[src/rtl/pipe_pkg.sv]
// Shared types for the core's inter-stage registers: skid FSM states and per-stage payloads.
// Control sub-structs sit in the LSBs so CTRL_WIDTH is simply the width of that sub-struct.
package pipe_pkg;

  typedef enum logic [1:0] {
    EMPTY = 2'd0,
    MAIN  = 2'd1,
    FULL  = 2'd2
  } pipe_state_t;

  // Writeback controls.
  typedef struct packed {
    logic       reg_write;
    logic [1:0] result_src;
  } wb_ctrl_t;

  // Memory-stage controls nest the writeback controls beneath them.
  typedef struct packed {
    logic     mem_write;
    wb_ctrl_t wb;
  } mem_ctrl_t;

  // Execute-stage controls.
  typedef struct packed {
    logic       jump;
    logic       branch;
    logic [2:0] alu_ctrl;
    logic       alu_src;
    mem_ctrl_t  mem;
  } ex_ctrl_t;

  // IF/ID carries no control fields; a bubble here is marked by valid alone.
  typedef struct packed {
    logic [31:0] instr;
    logic [31:0] pc;
    logic [31:0] pc_plus4;
  } if_id_t;

  typedef struct packed {
    logic [31:0] rd1;
    logic [31:0] rd2;
    logic [31:0] pc;
    logic [4:0]  rs1;
    logic [4:0]  rs2;
    logic [4:0]  rd;
    logic [31:0] imm_ext;
    logic [31:0] pc_plus4;
    ex_ctrl_t    ctrl;
  } id_ex_t;

  typedef struct packed {
    logic [31:0] alu_result;
    logic [31:0] write_data;
    logic [4:0]  rd;
    logic [31:0] pc_plus4;
    mem_ctrl_t   ctrl;
  } ex_mem_t;

  typedef struct packed {
    logic [31:0] alu_result;
    logic [31:0] read_data;
    logic [4:0]  rd;
    logic [31:0] pc_plus4;
    wb_ctrl_t    ctrl;
  } mem_wb_t;

  localparam int unsigned IfIdWidth      = $bits(if_id_t);
  localparam int unsigned IfIdCtrlWidth  = 0;
  localparam int unsigned IdExWidth      = $bits(id_ex_t);
  localparam int unsigned IdExCtrlWidth  = $bits(ex_ctrl_t);
  localparam int unsigned ExMemWidth     = $bits(ex_mem_t);
  localparam int unsigned ExMemCtrlWidth = $bits(mem_ctrl_t);
  localparam int unsigned MemWbWidth     = $bits(mem_wb_t);
  localparam int unsigned MemWbCtrlWidth = $bits(wb_ctrl_t);

endpackage

[src/rtl/pipe_stage_reg.sv]
// Generic inter-stage pipeline register with valid/ready handshake, flush and bubble control
// clearing. SKID=1 adds a second entry so in_ready can be driven from state alone.
module pipe_stage_reg
  import pipe_pkg::*;
#(
  parameter int unsigned WIDTH      = 32,
  parameter int unsigned CTRL_WIDTH = 3,
  parameter int unsigned SKID       = 0
) (
  input  logic             clk,
  input  logic             rst,
  input  logic             flush,
  input  logic             in_valid,
  output logic             in_ready,
  input  logic [WIDTH-1:0] in_data,
  output logic             out_valid,
  input  logic             out_ready,
  output logic [WIDTH-1:0] out_data
);

  // Ones over the control field; all-zero when CTRL_WIDTH is 0.
  localparam logic [WIDTH-1:0] CtrlMask = {WIDTH{1'b1}} >> (WIDTH - CTRL_WIDTH);

  logic in_xfer;
  logic out_xfer;

  assign in_xfer  = in_valid & in_ready;
  assign out_xfer = out_valid & out_ready;

  if (SKID == 0) begin : g_single
    logic             valid_q, valid_d;
    logic [WIDTH-1:0] data_q, data_d;

    assign in_ready  = ~rst & (out_ready | ~valid_q);
    assign out_valid = valid_q;
    assign out_data  = data_q;

    // Control bits are cleared in the flop itself whenever the entry turns into a bubble,
    // keeping out_data a pure register output.
    always_comb begin
      valid_d = valid_q;
      data_d  = data_q;
      if (flush) begin
        valid_d = 1'b0;
        data_d  = data_q & ~CtrlMask;
      end else if (in_xfer) begin
        valid_d = 1'b1;
        data_d  = in_data;
      end else if (out_xfer) begin
        valid_d = 1'b0;
        data_d  = data_q & ~CtrlMask;
      end
    end

    always_ff @(posedge clk) begin
      if (rst) begin
        valid_q <= 1'b0;
        data_q  <= '0;
      end else begin
        valid_q <= valid_d;
        data_q  <= data_d;
      end
    end

  end else begin : g_skid
    pipe_state_t      state_q, state_d;
    logic [WIDTH-1:0] main_q, main_d;
    logic [WIDTH-1:0] skid_q, skid_d;

    assign in_ready  = ~rst & (state_q != FULL);
    assign out_valid = (state_q != EMPTY);
    assign out_data  = main_q;

    always_comb begin
      state_d = state_q;
      main_d  = main_q;
      skid_d  = skid_q;
      if (flush) begin
        state_d = EMPTY;
        main_d  = main_q & ~CtrlMask;
      end else begin
        case (state_q)
          EMPTY: begin
            if (in_xfer) begin
              main_d  = in_data;
              state_d = MAIN;
            end
          end
          MAIN: begin
            if (in_xfer && out_xfer) begin
              main_d = in_data;
            end else if (in_xfer) begin
              skid_d  = in_data;
              state_d = FULL;
            end else if (out_xfer) begin
              main_d  = main_q & ~CtrlMask;
              state_d = EMPTY;
            end
          end
          FULL: begin
            // in_ready is low here, so only the drain side can move.
            if (out_xfer) begin
              main_d  = skid_q;
              state_d = MAIN;
            end
          end
          default: begin
            state_d = EMPTY;
            main_d  = main_q & ~CtrlMask;
          end
        endcase
      end
    end

    always_ff @(posedge clk) begin
      if (rst) begin
        state_q <= EMPTY;
        main_q  <= '0;
        skid_q  <= '0;
      end else begin
        state_q <= state_d;
        main_q  <= main_d;
        skid_q  <= skid_d;
      end
    end
  end

endmodule
[config.mk]
export PLATFORM = sky130hd
export DESIGN_NAME = pipe_stage_reg
export DESIGN_NICKNAME = d
export VERILOG_FILES = /design/src/rtl/pipe_pkg.sv /design/src/rtl/pipe_stage_reg.sv
export SDC_FILE = /design/constraint.sdc
export NUM_CORES = 1
export LEC_CHECK = 0
export ABC_AREA = 1
export BUFFER_PORTS_ARGS = -buffer_cell sky130_fd_sc_hd__buf_4
export CAP_MARGIN = 20
export CORE_AREA = 2 2 71 73
export CTS_BUF_LIST = sky130_fd_sc_hd__clkbuf_4
export DETAILED_ROUTE_END_ITERATION = 7
export DIE_AREA = 0 0 73 75
export GPL_TIMING_DRIVEN = 0
export PLACE_DENSITY = 0.52
export SYNTH_ARGS = -nofsm -noshare
export SYNTH_HDL_FRONTEND = slang
export SYNTH_SLANG_ARGS = --single-unit
export TNS_END_PERCENT = 1
[constraint.sdc]
create_clock -name clk -period 1.3 [get_ports clk]
set_clock_uncertainty 0.1 [all_clocks]
set_input_delay 0.13 -clock clk [delete_from_list [all_inputs] [get_ports clk]]
set_output_delay 0.13 -clock clk [all_outputs]
set_load 0.02 [all_outputs]
Word-level counts from Yosys, hierarchy flattened --
Index checks and enable logic that the tools add are counted.
Operators by class: add/subtract/negate cells 0, multipliers 0, div/mod/pow operators 0, magnitude comparators 0, equality and inequality tests 0, shift operators 0, multiplexer cells 4, bitwise operators 7, reductions and logical operators 3
Operators by type and width (number):
- 32-bit two-way mux | 1
- 1-bit AND | 3
- 3-bit two-way mux | 1
- 1-bit inverter | 3
- 1-bit two-way mux | 2
- 2-bit AND reduction | 1
- 2-bit nonzero test | 1
- 2-bit OR reduction | 1
- 1-bit bitwise OR | 1
Word-level totals: bits in registers 33, latch bits 0, memory bits (writable) 0, ROM bits 0, input port bits 37, output and inout bits 34, word-level logic and storage cells 17, memories kept 0

Logic depth before layout (Yosys ltp) --
depth after elaboration 5, gate-level depth with buffers 7, depth with buffers taken out 6

Least setup slack after synthesis --
OpenSTA, ideal clock, no wires.
path type reg2reg, start point register g_single.valid_q (netlist: out_valid), end point register g_single.data_q[21] (netlist: out_data[21]), arrival 1.033 ns, setup slack 0.054 ns, cell stages (with the launch flop) 7, buffers on the path 1, clock period less this slack 1.246 ns, cells stage by stage dfxtp_1 nand2_2 nand4_2 buf_2 nand2_1 nand2_1 nor2_1
On the way: cells in the longest elaborated chain, start to end 5
Ends and longest elaborated chain:
- from (decl) | line pipe_stage_reg.sv:31 | logic valid_q, valid_d;
- from (signal assigned) | line pipe_stage_reg.sv:60 | valid_q <= valid_d;
- 1-bit inverter | line pipe_stage_reg.sv:34 | assign in_ready = ~rst & (out_ready | ~valid_q);
- 1-bit bitwise OR | line pipe_stage_reg.sv:34
- 1-bit AND | line pipe_stage_reg.sv:34
- 1-bit AND | line pipe_stage_reg.sv:27 | assign in_xfer = in_valid & in_ready;
- 2-bit AND reduction (no source line)
- to (signal assigned) | line pipe_stage_reg.sv:61 | data_q <= data_d;
- to (decl) | line pipe_stage_reg.sv:32 | logic [WIDTH-1:0] data_q, data_d;
No other way between the ends. A chain may end at the register's enable or synchronous reset.

Worst setup path after layout --
start point register g_single.valid_q (netlist: out_valid), end point output in_ready
On the way: cells in the longest elaborated chain, start to end 3
Ends and longest elaborated chain:
- 1-bit inverter | line pipe_stage_reg.sv:34
- 1-bit bitwise OR | line pipe_stage_reg.sv:34
- 1-bit AND | line pipe_stage_reg.sv:34
- to (decl) | line pipe_stage_reg.sv:14 | output logic in_ready,
No other way between the ends.

==> results.json <==
{
  "layout_common_cells": "71 x sky130_fd_sc_hd__buf_4, 60 x sky130_fd_sc_hd__nand2_1, 58 x sky130_fd_sc_hd__nor2_1, 32 x sky130_fd_sc_hd__dlygate4sd3_1, 32 x sky130_fd_sc_hd__dfxtp_1",
  "holdCritPathClass": "in -> reg",
  "core.rowCount": 25,
  "worst_setup_hold_path_clk_slew_ps": 90,
  "grt_use_total_pct": 13.86,
  "worst-endpoint-arrival_ps": 960,
  "min_from": "in_valid",
  "final_net_count": 353,
  "post_route_cells_drive_above_1_share_pct": 27.85,
  "relSlewSlack_pct": 70.25,
  "worst-endpoint-required_ps": 1070,
  "layout.cells.most_common": "sky130_fd_sc_hd__buf_4",
  "switching_power_total_mw": 0.5748,
  "postPlaceCellArea_sq_um": 1961,
  "worstPathBufferInverterCount": 1,
  "stdcell_area_sq_um": 2352,
  "tritoncts.num_buffers": 5,
  "grt_pass1_vias": 1378,
  "post_route_setup_tns_ps": 0,
  "leakage_nw": 1.281,
  "holdPathEnd": "out_data[2]$_SDFFE_PP0P_",
  "hold_viol": 0,
  "hold_path_depth": 3,
  "finalHoldWorstSlack_ps": 24.70,
  "cts_tree": "built",
  "power_frac_clock_pct": 26.1,
  "setup.worst_path.start_class": "flop",
  "sequentialPowerShare_pct": 51.6,
  "post-route-period-util_pct": 91.88,
  "die-area_sq_um": 5475,
  "ctsLongestPathBuffers": 2,
  "comb_power_share_pct": 22.3,
  "worst_pin_slew_ps": 446.2,
  "synthesis.area_sq_um": 1368,
  "floorplan.io_pins": 71,
  "detailedRoute.firstPassIterationCount": 4,
  "clock_tree.root_cell": "sky130_fd_sc_hd__clkbuf_4",
  "rr_endpoint": "out_data[30]$_SDFFE_PP0P_",
  "outcome": "finished clean",
  "floorplan.core_area_sq_um": 4661,
  "die_w_um": 73,
  "layout-area-overhead-vs-synth_pct": 72.00,
  "synth_nets": 243,
  "timing.reg2reg.setup_slack_ps": 110,
  "maxCapViolations": 0,
  "crit-reg2reg-launch": "out_valid$_SDFFE_PP0P_",
  "filler_cell_count": 481,
  "place.port_buffers": 70,
  "worst-r2r-cell-count": 6,
  "clk-insertion-delay-late_ps": 320,
  "cts_max_level": 2,
  "avg_synthesized_cell_area_sq_um": 6.639,
  "timing.critical_path.cells": "a21oi_1 > buf_4",
  "total_routed_length_mm": 3.531,
  "intPower_mw": 1.529,
  "postSynthCellCount": 206,
  "route.detailed.drc": 0,
  "maximum_number_of_pins_on_one_net_before_global_route_repair": 11,
  "num_antenna_cells": 0,
  "critPathMaxStageDelay_ps": 350,
  "setup.worst_path.end_class": "output pin",
  "multiInputGateArea_sq_um": 539.3,
  "ys_seq_area_share_pct": 48.31,
  "grt_overflow": 0,
  "switching_share_pct": 27.32,
  "finalSetupViolations": 0,
  "crit_path_max_fanout": 4,
  "route.antenna.remaining_nets": 0,
  "antenna_violations_before_repair": 0,
  "fmax_ghz": 0.8372,
  "worst_path_max_delay_cell": "sky130_fd_sc_hd__dfxtp_2",
  "floorplan.die.height_um": 75,
  "dp_hpwl_mm": 2.361,
  "initial_utilization_pct": 29.34,
  "critical_path.top_delay_family": "flip-flops",
  "ff_latch_area_sq_um": 661.9,
  "vdd_ir_drop_max_uv": 519.4,
  "number_of_pins_exceeding_their_max_slew_limit_in_the_final_report": 0,
  "rsz0062_at_grt": "false",
  "wire_length_of_the_first_global_routing_pass_mm": 5.865,
  "drt-vias-per-instance": 4.003,
  "routed-via-count": 1481,
  "synth.yosys.warnings": 0,
  "synth_seq_cells": 33,
  "netlist-cell-type-count": 13,
  "powerDensity_nw_per_um2": 894.6,
  "cts_sinks": 33,
  "routedWlPerCell_um": 9.543,
  "final_period_minus_worst_setup_slack_ps": 1194,
  "drt_iter0_markers": 47,
  "criticalPathCategory": "reg -> out",
  "gp_routability_congestion": 0.7770
}
-- cell usage after synthesis --
master	instances	area share (%)
sky130_fd_sc_hd__a21oi_1	5	1.8
sky130_fd_sc_hd__buf_2	4	1.5
sky130_fd_sc_hd__buf_6	3	2.5
sky130_fd_sc_hd__clkbuf_1	2	0.55
sky130_fd_sc_hd__dfxtp_1	33	48
sky130_fd_sc_hd__inv_1	31	8.5
sky130_fd_sc_hd__inv_2	1	0.27
sky130_fd_sc_hd__nand2_1	60	16
sky130_fd_sc_hd__nand2_2	1	0.46
sky130_fd_sc_hd__nand3_1	4	1.5
sky130_fd_sc_hd__nand4_1	3	1.4
sky130_fd_sc_hd__nand4_2	1	0.91
sky130_fd_sc_hd__nor2_1	58	16
-- final cells by class --
| cell class | count | share of cell area [%] |
|---|---|---|
| inverter | 32 | 5.106 |
| multi-input combinational | 132 | 22.93 |
| tap | 54 | 2.872 |
| timing repair buffer | 103 | 36.28 |
| buffer | 9 | 2.606 |
| clock buffer | 6 | 1.915 |
| clock inverter | 1 | 0.1596 |
| sequential | 33 | 28.14 |
-- metrics by stage --
stage / setup WS, ps / util, % / power [mW] / cells
4_1_cts: 10.95 / 49.99 / 2.138 / 369
5_1_grt: 12.90 / 50.47 / 2.246 / 370
3_3_place_gp: 14.17 / 42.07 / 1.502 / 330
3_5_place_dp: 29.08 / 42.07 / 1.503 / 330
6_report: 105.6 / 50.47 / 2.104 / 370
2_1_floorplan: 53.94 / - / 1.307 / 206
-- what timing repair did --
item                                    4_1_cts  5_1_grt
resized for setup                             0        3
endpoints found under the setup margin        0       25
hold endpoints to repair                     32        0
hold buffers                                 32        0
setup buffers                                 0        1
-- power by group through the flow --
stage               Combinational (mW)  Clock, mW  Sequential (mW)
floorplan                        0.136          0             1.17
finish                           0.470      0.548             1.09
global placement                 0.394          0             1.11
detailed placement               0.393          0             1.11
CTS                              0.471      0.580             1.09
global route                     0.523      0.629             1.09
-- worst min-delay path, stage by stage --
cell	delay (ps)
sky130_fd_sc_hd__buf_4	140
sky130_fd_sc_hd__nand4_1	80
sky130_fd_sc_hd__a21oi_1	60
-- logic make-up (layout without fill, tap and decap cells) --
| logic type | count (synthesis) | after routing | share of synthesized area [%] |
|---|---|---|---|
| buf+inv | 41 | 151 | 13.27 |
| flops | 33 | 33 | 48.31 |
| simple gates | 127 | 127 | 36.60 |
| compound gates | 5 | 5 | 1.830 |
-- how the worst max path moves through the flow --
stage,from,to,slack [ps],cells after the start
after floorplan,out_valid$_SDFFE_PP0P_,out_data[21]$_SDFFE_PP0P_,50,6
after global placement,out_valid$_SDFFE_PP0P_,out_data[30]$_SDFFE_PP0P_,10,6
after detailed placement,out_valid$_SDFFE_PP0P_,out_data[30]$_SDFFE_PP0P_,30,6
after CTS,out_valid$_SDFFE_PP0P_,out_data[30]$_SDFFE_PP0P_,10,6
after global routing,out_valid$_SDFFE_PP0P_,out_data[16]$_SDFFE_PP0P_,10,6
final,out_valid$_SDFFE_PP0P_,in_ready,110,2
-- registers in the layout, indices dropped and copies added (netlist names) --
register	count
out_data	32
out_valid	1
-- layer usage --
| layer | global-route usage (%) | part of all wire (%) |
|---|---|---|
| met1 | 16.52 | 47 |
| met2 | 23.72 | 46 |
| met3 | 3.748 | 5.4 |
| met4 | 5.556 | 1.5 |
| met5 | 0 | 0 |
Power figures use the tool's default switching activity.
